<file path="src/rtl/subframe_decoder_if.sv">
// ---------------------------------------------------------------------------
// subframe_decoder_if
//   Bundles the serial biphase-mark input and the decoded-sample outputs of
//   subframe_decoder.
//
//   din          serial biphase cell stream, one cell per clk
//   dout[19:0]   decoded audio sample
//   vout         one-cycle strobe, sample and flags valid
//   channel_b    sample came from a W (right) subframe
//   block_start  sample came from a B subframe
//   cbit         channel-status bit of the sample
//   parity_err   even-parity failure on the sample
//   frame_idx    frame number within the 192-frame block
//   locked       decoder synchronised to the stream
//   sync_err     one-cycle strobe on loss of lock
//
//   master : decoder side (consumes din, drives the sample outputs)
//   slave  : stream source / sample consumer side
// ---------------------------------------------------------------------------
interface subframe_decoder_if;
  logic        din;
  logic [19:0] dout;
  logic        vout;
  logic        channel_b;
  logic        block_start;
  logic        cbit;
  logic        parity_err;
  logic [7:0]  frame_idx;
  logic        locked;
  logic        sync_err;

  modport master (
    input  din,
    output dout, vout, channel_b, block_start, cbit, parity_err,
           frame_idx, locked, sync_err
  );

  modport slave (
    output din,
    input  dout, vout, channel_b, block_start, cbit, parity_err,
           frame_idx, locked, sync_err
  );
endinterface

</file>
<file path="src/rtl/subframe_decoder.sv">
// ---------------------------------------------------------------------------
// subframe_decoder
//   Decodes a biphase-mark subframe stream (64 cells per subframe: 8-cell
//   preamble followed by 28 two-cell bits: 4 aux, 20 data MSB first, V, U,
//   C, P). Hunts for any preamble, then tracks the expected preamble
//   sequence (W after B/M, B/M after W). Each complete subframe yields one
//   vout strobe with the sample, channel/block flags, C bit, parity result
//   and the frame index within the 192-frame block.
//
//   Ports:
//     clk   system clock, one cell sampled per rising edge
//     rst   synchronous active-high reset
//     bus   subframe_decoder_if.master (din in, decoded sample out)
//
//   FSM states:
//     state    | meaning
//     ---------+------------------------------------------------------
//     HUNT     | unlocked, scanning every cell for any preamble pattern
//     RECEIVE  | locked, decoding cells 8..63 of the current subframe
//     PREAMBLE | locked, collecting cells 0..7 of the next preamble
// ---------------------------------------------------------------------------
module subframe_decoder (
  input  logic               clk,
  input  logic               rst,
  subframe_decoder_if.master bus
);

  typedef enum logic [1:0] {
    HUNT     = 2'd0,
    RECEIVE  = 2'd1,
    PREAMBLE = 2'd2
  } state_t;

  localparam logic [1:0] PT_B       = 2'd0;
  localparam logic [1:0] PT_M       = 2'd1;
  localparam logic [1:0] PT_W       = 2'd2;
  localparam logic [7:0] FRAME_LAST = 8'd191;
  localparam logic [5:0] CELL_PRE_END  = 6'd7;
  localparam logic [5:0] CELL_BODY     = 6'd8;
  localparam logic [5:0] CELL_DATA_LO  = 6'd17;
  localparam logic [5:0] CELL_DATA_HI  = 6'd55;
  localparam logic [5:0] CELL_C        = 6'd61;
  localparam logic [5:0] CELL_LAST     = 6'd63;

  state_t      state, state_nx;
  logic [5:0]  cnt;
  logic [7:0]  shreg;
  logic [7:0]  sh_next;
  logic [19:0] data_sr;
  logic        par;
  logic        c_lat;
  logic [1:0]  ptype;
  logic [7:0]  fcnt;

  logic        cell_xor;
  logic        first_cell;
  logic        data_cell;
  logic        pre_valid;
  logic [1:0]  pre_type;
  logic        pre_allowed;
  logic        accept;
  logic        violation;
  logic        deliver;

  // The cell sampled on this edge is already part of the compared window.
  assign sh_next = {shreg[6:0], bus.din};

  // On a first cell this must be 1 (mandatory transition); on a second
  // cell it is the decoded bit value.
  assign cell_xor   = shreg[0] ^ bus.din;
  assign first_cell = ~cnt[0];
  assign data_cell  = cnt[0] && (cnt >= CELL_DATA_LO) && (cnt <= CELL_DATA_HI);

  // Preamble classifier, both polarities of each type.
  always_comb begin
    pre_valid = 1'b0;
    pre_type  = PT_B;
    case (sh_next)
      8'b11101000, 8'b00010111: begin pre_valid = 1'b1; pre_type = PT_B; end
      8'b11100010, 8'b00011101: begin pre_valid = 1'b1; pre_type = PT_M; end
      8'b11100100, 8'b00011011: begin pre_valid = 1'b1; pre_type = PT_W; end
      default: begin pre_valid = 1'b0; pre_type = PT_B; end
    endcase
  end

  // Left and right subframes must alternate once locked.
  assign pre_allowed = (ptype == PT_W) ? (pre_type != PT_W) : (pre_type == PT_W);

  // -------------------------------------------------------------------------
  // FSM: state register
  // -------------------------------------------------------------------------
  always_ff @(posedge clk) begin
    if (rst) begin
      state <= HUNT;
    end else begin
      state <= state_nx;
    end
  end

  // -------------------------------------------------------------------------
  // FSM: next-state logic
  // -------------------------------------------------------------------------
  always_comb begin
    state_nx = state;
    case (state)
      HUNT: begin
        if (pre_valid) state_nx = RECEIVE;
      end
      RECEIVE: begin
        if (first_cell && !cell_xor) state_nx = HUNT;
        else if (cnt == CELL_LAST)   state_nx = PREAMBLE;
      end
      PREAMBLE: begin
        if (cnt == CELL_PRE_END) begin
          state_nx = (pre_valid && pre_allowed) ? RECEIVE : HUNT;
        end
      end
      default: state_nx = HUNT;
    endcase
  end

  // -------------------------------------------------------------------------
  // FSM: output / event decode
  // -------------------------------------------------------------------------
  always_comb begin
    accept    = 1'b0;
    violation = 1'b0;
    deliver   = 1'b0;
    case (state)
      HUNT: begin
        accept = pre_valid;
      end
      RECEIVE: begin
        if (first_cell && !cell_xor) violation = 1'b1;
        else if (cnt == CELL_LAST)   deliver   = 1'b1;
      end
      PREAMBLE: begin
        if (cnt == CELL_PRE_END) begin
          if (pre_valid && pre_allowed) accept    = 1'b1;
          else                          violation = 1'b1;
        end
      end
      default: begin
        accept    = 1'b0;
        violation = 1'b0;
        deliver   = 1'b0;
      end
    endcase
  end

  // -------------------------------------------------------------------------
  // Datapath and registered outputs
  // -------------------------------------------------------------------------
  always_ff @(posedge clk) begin
    if (rst) begin
      cnt             <= '0;
      shreg           <= '0;
      data_sr         <= '0;
      par             <= 1'b0;
      c_lat           <= 1'b0;
      ptype           <= PT_B;
      fcnt            <= '0;
      bus.dout        <= '0;
      bus.vout        <= 1'b0;
      bus.channel_b   <= 1'b0;
      bus.block_start <= 1'b0;
      bus.cbit        <= 1'b0;
      bus.parity_err  <= 1'b0;
      bus.frame_idx   <= '0;
      bus.locked      <= 1'b0;
      bus.sync_err    <= 1'b0;
    end else begin
      shreg        <= sh_next;
      bus.vout     <= deliver;
      bus.sync_err <= violation;

      if (accept)                     cnt <= CELL_BODY;
      else if (deliver || violation)  cnt <= '0;
      else if (state == HUNT)         cnt <= '0;
      else                            cnt <= cnt + 6'd1;

      if (accept)         bus.locked <= 1'b1;
      else if (violation) bus.locked <= 1'b0;

      if (accept) begin
        ptype <= pre_type;
        if (pre_type == PT_B) begin
          fcnt <= '0;
        end else if (pre_type == PT_M) begin
          fcnt <= (fcnt == FRAME_LAST) ? 8'd0 : fcnt + 8'd1;
        end
      end

      if ((state == RECEIVE) && cnt[0]) begin
        par <= par ^ cell_xor;
        if (data_cell)        data_sr <= {data_sr[18:0], cell_xor};
        if (cnt == CELL_C)    c_lat   <= cell_xor;
      end

      // The P bit is decoded on this same edge, so fold it in directly.
      if (deliver) begin
        bus.dout        <= data_sr;
        bus.channel_b   <= (ptype == PT_W);
        bus.block_start <= (ptype == PT_B);
        bus.cbit        <= c_lat;
        bus.parity_err  <= par ^ cell_xor;
        bus.frame_idx   <= fcnt;
        par             <= 1'b0;
      end

      if (violation) begin
        par     <= 1'b0;
        data_sr <= '0;
      end
    end
  end

endmodule

</file>
<file path="src/flat_wrapper.sv">
// flat-port wrapper written by rule: the top's interface ports become plain ports
module subframe_decoder_flat 
  (clk, rst, bus_din, bus_dout, bus_vout, bus_channel_b, bus_block_start, bus_cbit, bus_parity_err, bus_frame_idx, bus_locked, bus_sync_err);
  subframe_decoder_if bus_i ();
  input  logic clk;
  input  logic rst;
  input wire logic [$bits(bus_i.din)-1:0] bus_din;
  output wire logic [$bits(bus_i.dout)-1:0] bus_dout;
  output wire logic [$bits(bus_i.vout)-1:0] bus_vout;
  output wire logic [$bits(bus_i.channel_b)-1:0] bus_channel_b;
  output wire logic [$bits(bus_i.block_start)-1:0] bus_block_start;
  output wire logic [$bits(bus_i.cbit)-1:0] bus_cbit;
  output wire logic [$bits(bus_i.parity_err)-1:0] bus_parity_err;
  output wire logic [$bits(bus_i.frame_idx)-1:0] bus_frame_idx;
  output wire logic [$bits(bus_i.locked)-1:0] bus_locked;
  output wire logic [$bits(bus_i.sync_err)-1:0] bus_sync_err;
  assign bus_i.din = bus_din;
  assign bus_dout = bus_i.dout;
  assign bus_vout = bus_i.vout;
  assign bus_channel_b = bus_i.channel_b;
  assign bus_block_start = bus_i.block_start;
  assign bus_cbit = bus_i.cbit;
  assign bus_parity_err = bus_i.parity_err;
  assign bus_frame_idx = bus_i.frame_idx;
  assign bus_locked = bus_i.locked;
  assign bus_sync_err = bus_i.sync_err;
  subframe_decoder u_core (.clk(clk), .rst(rst), .bus(bus_i));
endmodule
</file>
<file path="config.mk">
export PLATFORM = sky130hd
export DESIGN_NAME = subframe_decoder_flat
export DESIGN_NICKNAME = d
export VERILOG_FILES = /design/src/rtl/subframe_decoder_if.sv /design/src/rtl/subframe_decoder.sv /design/src/flat_wrapper.sv
export SDC_FILE = /design/constraint.sdc
export NUM_CORES = 1
export LEC_CHECK = 0
export ABC_AREA = 0
export CORE_MARGIN = 2
export CORE_UTILIZATION = 35
export DETAILED_ROUTE_END_ITERATION = 10
export PLACE_DENSITY_LB_ADDON = 0.2
export SYNTH_ARGS = -nofsm -noshare
export SYNTH_HDL_FRONTEND = slang
export SYNTH_SLANG_ARGS = --single-unit
</file>
<file path="constraint.sdc">
create_clock -name clk -period 3.3 [get_ports clk]
set_input_delay 0.825 -clock clk [delete_from_list [all_inputs] [get_ports clk]]
set_output_delay 0.825 -clock clk [all_outputs]
set_load 0.02 [all_outputs]
</file>
==> run metrics, run 1 <==
Rows=36; CTS resizes=0; Worst Hold Depth=2; Critical Path End Type=register; Post-synth ARST share=0%; Net Switching=0.532 mW; vias in the first global route=2684; initial core utilization=between 30 and 40%; outcome=complete, no violations; CTS buffer count=9; class of the worst hold path=reg2reg; post-detail-place hpwl=4850 um; detailed-route vias per instance=4.78; sequential area share after synthesis=47.9%; placed cells=554; R2R cell count=6; Period minus WS final=2910 ps; Clock Latency Late Sink=350 ps; WL/cell=12.2 um; EDFF count, synth=0; Layout Skew=between 10 and 15 ps; Yosys warnings=0; Worst setup SP type=primary input; Inserted Diodes=0; share of cells above drive strength 1=8.47%; internal power=1.38 mW; Final Hold Fails=0; cts hold-fix bufs=0; LEAKAGE=roughly 1.4 nW; Util after Layout=42.8%; maximum vdd drop=roughly 0.24 mV; clock-pin slew on the worst setup and hold paths=~90 ps; mean post-synth cell area=between 8 and 9 sq um; global-route wire length before repair=12200 um; final WL=6960 um; worst slew pin tran=509 ps; TritonCTS clock tree=yes; hold_ws=457 ps; reg2reg setup slack=870 ps; largest net degree at the start of global routing=49; DR vias=around 2700; port bufs=37; non-filler cells, final=570; Yosys cell types=51; area of the core=0.00964 sq mm; worst-case clock buffer depth=2; Peak Freq=around 0.34 GHz; Flop pwr share=54.0%; switch share=27.8%; CP Class=in2reg; PwrDens=about 460 mW/mm^2; io pins=38; Clock power frac=34.2%; global-route usage over all layers=14.4%; slew margin rel.=66.0%; initial drt markers=between 90 and 100; Clock Sinks=82; Layout area overhead=20.5%; Final nets=447; Root Driver=clkbuf_8; Placed Area=0.00395 sq mm; ys flop type=dfxtp_1; DRC=0; Final WS setup=388 ps; WP data arrival=3190 ps; GP Congestion=between 0.8 and 0.9; H-tree depth=3; Die Y=103 um; Design Power=around 1.9 mW; grt total ovfl=0; Synth area leader=dfxtp_1; max_cap viols=0; CP Max Fanout=5; worst slack at placement=around 42 ps; design area=0.00413 sq mm; Period Utilization, post-route=between 80% and 90%; Yosys top cell area share=47.9%; Synth area leaders=dfxtp_1 48%, nand2_1 7.9%, a21oi_1 6.6%, mux2i_1 6.4%, nor2_1 4.6%; Synthesized Nets=411; Pre-antenna DRT Iters=4; postcts setup bufs=0; die width=103 um; final sum of negative setup slack=0 ps; final setup fails=0; Mapped Area=between 0.003 and 0.004 sq mm; ANT nets after route=0; initial antenna violation count=0; die area=0.0106 sq mm; Pins Over Slew Limit=0; fill count=1009; Comb power frac=11.7%; number of synthesized register bits=82; Mapped Cells=396; CP required=3580 ps; unrepaired setup endpoints after global routing=no
[Yosys cell counts (2+ instances only)]
cell and number:
a211oi_1 3, a21o_1 2, a21oi_1 45, and2_1 4
and3_1 2, and4b_4 2, buf_2 2, clkbuf_1 18
dfxtp_1 82, ha_1 12, inv_1 13, mux2i_1 22
nand2_1 72, nand3_1 8, nand3b_1 2, nand4_1 3
nor2_1 42, nor2b_1 6, nor3_1 5, nor3b_1 2
o21a_1 4, o21ai_0 6, o21ai_1 3, or2_1 2
or2_2 2, or3_1 4, xnor2_1 4
[cell families after synthesis]
family | Yosys count | share of synthesized area [%]
adder cells (fa/ha/maj) | 12 | 4.38
buffers and inverters | 35 | 3.91
AND/OR/NAND/NOR | 165 | 22.9
AO/OA/AOI/OAI | 75 | 13.2
flip-flops | 82 | 47.9
multiplexers | 22 | 6.43
XOR/XNOR | 5 | 1.28
[power by group through the flow]
stage,clock (mW),sequential (mW),combinational [mW]
2_1_floorplan,0,1.05,0.168
3_3_place_gp,0,1.06,0.224
3_5_place_dp,0,1.06,0.225
4_1_cts,0.680,1.03,0.226
5_1_grt,0.719,1.04,0.261
6_report,0.655,1.03,0.224
[flip-flops by register name, indices dropped and copies added, names as in the netlist, 2 cells and up]
name                  cells
u_core.shreg              7
u_core.state              2
u_core.ptype              2
u_core.data_sr           20
u_core.bus.frame_idx      8
u_core.cnt                6
u_core.bus.dout          20
u_core.fcnt               8
[final timing paths]
kind | to | from
setup / recovery | u_core.cnt[5]$_SDFF_PP0_ | bus_din
hold / removal | u_core.bus.frame_idx[7]$_SDFFE_PP0P_ | u_core.bus.frame_idx[7]$_SDFFE_PP0P_
setup reg to reg | u_core.fcnt[3]$_SDFFE_PP0P_ | u_core.cnt[0]$_SDFF_PP0_
hold reg to reg | u_core.bus.frame_idx[7]$_SDFFE_PP0P_ | u_core.bus.frame_idx[7]$_SDFFE_PP0P_
[critical path, stage by stage]
cell             delay [ps]
clkdlybuf4s50_1         510
inv_1                    90
ha_1                    190
nor2b_1                 140
a221oi_1                340
and4b_4                 260
or2_1                   240
a2111o_1                490
nor2_1                  120
[metal layers]
metal	part of all wire (%)	track usage (%)	wire [um]
met5	0	0	0
met4	1.8	6.17	128
met3	2.9	2.85	200
met2	45	22.8	3160
met1	50	19.2	3470
[area by class of cell]
class | instances | area [sq um] | share of cell area (%)
Tap cell | 133 | 166 | 4.03
Clock inverter | 6 | 48.8 | 1.18
Inverter | 14 | 52.6 | 1.27
Clock buffer | 10 | 128 | 3.09
Multi-Input combinational cell | 279 | 1660 | 40.2
Sequential cell | 82 | 1640 | 39.8
Timing Repair Buffer | 46 | 433 | 10.5
[cell usage in the layout, fill, tap and decap left out, types with 2 or more instances in the layout]
master,synthesis,routed
a211oi_1,3,3
a21o_1,2,2
a21oi_1,45,45
and2_1,4,4
and3_1,2,2
and4b_4,2,2
buf_4,0,9
clkbuf_8,0,9
clkdlybuf4s50_1,0,36
clkinvlp_4,0,3
dfxtp_1,82,82
ha_1,12,12
inv_1,13,13
inv_6,0,3
mux2i_1,22,22
nand2_1,72,72
nand3_1,8,8
nand3b_1,2,2
nand4_1,3,3
nor2_1,42,42
nor2b_1,6,5
nor3_1,5,5
o21a_1,4,4
o21ai_0,6,6
o21ai_1,3,3
or2_1,2,2
or2_2,2,2
or3_1,4,4
xnor2_1,4,4
Note: power is estimated with default switching activity, not from simulation.
==> run 2: changes to the inputs <==
--- a/config.mk
+++ b/config.mk
@@ -5,7 +5,7 @@
 export SDC_FILE = /design/constraint.sdc
 export NUM_CORES = 1
 export LEC_CHECK = 0
-export ABC_AREA = 0
+export ABC_AREA = 1
 export CORE_MARGIN = 2
 export CORE_UTILIZATION = 35
 export DETAILED_ROUTE_END_ITERATION = 10
==> run 2 against run 1 <==
Effect of this change:
- cell count up 16%
- cell area up 3.1%
- total power down 6.5%
- register-to-register slack better by 350 ps
- hold slack worse by 9.8 ps
- largest cell class is now registers
- critical path depth up 6
- clock power up 8.5%
- routed wire length up 2.2%
- non-clock buffer count down 3
- critical endpoint is now u_core.data_sr[2]$_SDFFE_PP0P_
- synthesized area up 3.9%
==> run metrics, run 2 <==
outcome=complete, no violations; Placed Area=0.00406 sq mm (+2.8%); Root Driver=clkbuf_8; CTS buffer count=9 (unchanged); CP Max Fanout=20 (+15); global-route usage over all layers=13.7% (-0.70 points); Clock power frac=39.8% (+5.6 points); WL/cell=10.8 um (-12%); Yosys top cell area share=46.1% (-1.8 points); Worst path most repeated cell=nand2_2; maximum vdd drop=0.192 mV (-21%); share of cells above drive strength 1=8.14% (-0.32 points); most frequent cell after synthesis=nand2_1; Mapped Area=0.00356 sq mm (+3.9%); die area=0.0110 sq mm (+3.8%); PwrDens=420 mW/mm^2 (-9.3%); Yosys warnings=0 (unchanged); max_cap viols=0 (unchanged); Clock Latency Late Sink=350 ps (about the same); Synth area leader=dfxtp_1; Synth area leaders=dfxtp_1 46%, nand2_1 11%, inv_1 8.5%, o21ai_0 7.3%, nor2_1 6.4%; cts hold-fix bufs=0 (unchanged); Flop pwr share=55.9% (+1.9 points); Rows=36 (unchanged); final setup fails=0 (unchanged); Period minus WS final=2750 ps (-163 ps); RR Startpoint=u_core.shreg[0]$_SDFF_PP0_; detailed-route vias per instance=4.31 (-9.8%); area of the core=0.00982 sq mm (+1.9%); Slowest Stage Delay on Critical Path=510 ps (about the same); biggest regs=u_core.bus.dout: 20 flops, u_core.data_sr: 20 flops; Layout area overhead=19.5%; Post-synth ARST share=0% (unchanged); Synthesized Nets=500 (+22%); hold_ws=447 ps (-9.79 ps); CTS resizes=0 (unchanged); LEAKAGE=1.62 nW (+16%); initial core utilization=36.3% (+0.72 points); internal power=1.32 mW (-4.7%); EDFF count, synth=0 (unchanged); Inserted Diodes=0 (unchanged); Mapped Cells=485 (+22%); DRC=0 (unchanged); Worst setup SP type=primary input; Clock Sinks=82 (unchanged); beginning of the worst hold path=u_core.shreg[3]$_SDFF_PP0_; Final Hold Fails=0 (unchanged); postcts setup bufs=0 (unchanged); Layout Skew=6.96 ps (-8.04 ps); hold endpoint=u_core.shreg[4]$_SDFF_PP0_; worst-case clock buffer depth=2 (unchanged); Final nets=538 (+20%); H-tree depth=3 (unchanged); ANT nets after route=0 (unchanged); Pre-antenna DRT Iters=4 (unchanged); initial drt markers=140 (+52%); TritonCTS clock tree=yes; number of synthesized register bits=82 (unchanged); global-route wire length before repair=12400 um (+1.5%); CP Class=in2reg; CP required=3530 ps (-50 ps); non-filler cells, final=661 (+16%); die width=105 um (+1.9%); worst slack at placement=169 ps (+127 ps); worst slew pin tran=500 ps (-8.85 ps); fill count=1054 (+4.5%); synth cell count leaders=104 x nand2_1, 82 x dfxtp_1, 81 x inv_1; Net Switching=0.472 mW (-11%); Crit-path slowest cell=clkdlybuf4s50_1; Final WS setup=551 ps (+163 ps); commonest non-fill, non-tap cell in the layout=nand2_1; slew margin rel.=66.4% (+0.30 points); largest net degree at the start of global routing=41 (-16%); Comb power frac=4.3% (-7.4 points); Peak Freq=0.364 GHz (+5.9%); Pins Over Slew Limit=0 (unchanged); io pins=38 (unchanged); Yosys cell types=29 (-43%); mean post-synth cell area=7.34 sq um (-15%); CP cell instances=clkdlybuf4s50_1, inv_1, ha_1, inv_1, nor2_1, nand2_1, nand2_2, nor2_4, nand2_4, nand2_2, nand2_1, nand2_1, nand2_2, nand2_2, nor2_1; GP Congestion=0.819 (-3.9%); post-detail-place hpwl=5110 um (+5.3%); final WL=7110 um (+2.2%); design area=0.00425 sq mm (+3.1%); Die Y=105 um (+1.9%); unrepaired setup endpoints after global routing=no; Period Utilization, post-route=83.3% (-4.9 points); Worst Hold Depth=2 (unchanged); clock-pin slew on the worst setup and hold paths=90 ps (about the same); grt total ovfl=0 (unchanged); sequential area share after synthesis=46.1% (-1.8 points); Critical R2R Capture=u_core.data_sr[2]$_SDFFE_PP0P_; R2R cell count=14 (+8); most frequent cells in the layout=104 x nand2_1, 82 x dfxtp_1, 81 x inv_1; initial antenna violation count=0 (unchanged); reg2reg setup slack=1220 ps (+350 ps); final sum of negative setup slack=0 ps (unchanged); port bufs=37 (unchanged); ys flop type=dfxtp_1; WP data arrival=2980 ps (-210 ps); placed cells=645 (+16%); class of the worst hold path=reg2reg; switch share=26.4% (-1.4 points); DR vias=2852 (+4.6%); vias in the first global route=2721 (+1.4%); Critical Path End Type=register
[run 2: cell types whose count changed in the layout (fill, tap and decap cells not counted), sizes merged, moves of 5 or more]
cell   change
a21oi     -36
inv       +73
mux2i     -22
nand2     +41
nand3     +12
nand4      +5
nor2      +26
nor2b      -6
o21ai     +43
xor2       +5
[run 2: metrics by stage]
step           utilization [%]  power [mW]
2_1_floorplan                -        1.08
3_3_place_gp              41.4        1.10
3_5_place_dp              41.4        1.10
4_1_cts                   43.3        1.82
5_1_grt                   43.3        1.88
6_report                  43.3        1.79
[run 2: how the worst max path moves through the flow]
stage | cells past startpoint | start | to | slack, ps
after floorplan | 10 | bus_din | u_core.bus.block_start$_SDFFE_PP0P_ | 1020
after global placement | 15 | bus_din | u_core.data_sr[12]$_SDFFE_PP0P_ | 280
after detailed placement | 15 | bus_din | u_core.data_sr[16]$_SDFFE_PP0P_ | 170
after CTS | 15 | bus_din | u_core.data_sr[16]$_SDFFE_PP0P_ | 560
after global routing | 15 | bus_din | u_core.data_sr[4]$_SDFFE_PP0P_ | 360
final | 15 | bus_din | u_core.data_sr[2]$_SDFFE_PP0P_ | 550
[run 2: cells by family after synthesis]
group	share of synthesized area [%]
buffers and inverters	11.6
xor gates and xnor gates	1.97
AOI/OAI and AO/OA	10.1
DFF	46.1
adders and majority gates	4.22
and+or+nand+nor	26.0
[run 2: power by group through the flow]
stage | registers (mW) | logic (mW) | clock network [mW]
after global placement | 1.02 | 0.0780 | 0
after global routing | 1.00 | 0.0886 | 0.788
after detailed placement | 1.02 | 0.0780 | 0
after floorplan | 1.02 | 0.0587 | 0
after CTS | 1.00 | 0.0781 | 0.742
final | 1.00 | 0.0777 | 0.711
[run 2: cell type report]
type / count / area, sq um / share of cell area, %
Clock buffer: 9 / 124 / 2.91
Clock inverter: 7 / 68.8 / 1.62
Inverter: 85 / 319 / 7.50
Multi-Input combinational cell: 302 / 1510 / 35.4
Sequential cell: 82 / 1640 / 38.6
Tap cell: 133 / 166 / 3.91
Timing Repair Buffer: 43 / 428 / 10.1
[run 2: routing by layer]
layer / global-route usage (%) / vias up / wire length [um]
li1: - / 1568 / -
met1: 18.6 / 1250 / 3770
met2: 21.6 / 30 / 3120
met3: 3.12 / 4 / 171
met4: 4.29 / 0 / 51
met5: 0 / - / 0
[run 2: critical path, delay by kind of cell]
kind	cells	cell delay [ps]
adder cells (fa/ha/maj)	1	210
AND/OR/NAND/NOR	11	1270
buffers and inverters	3	650
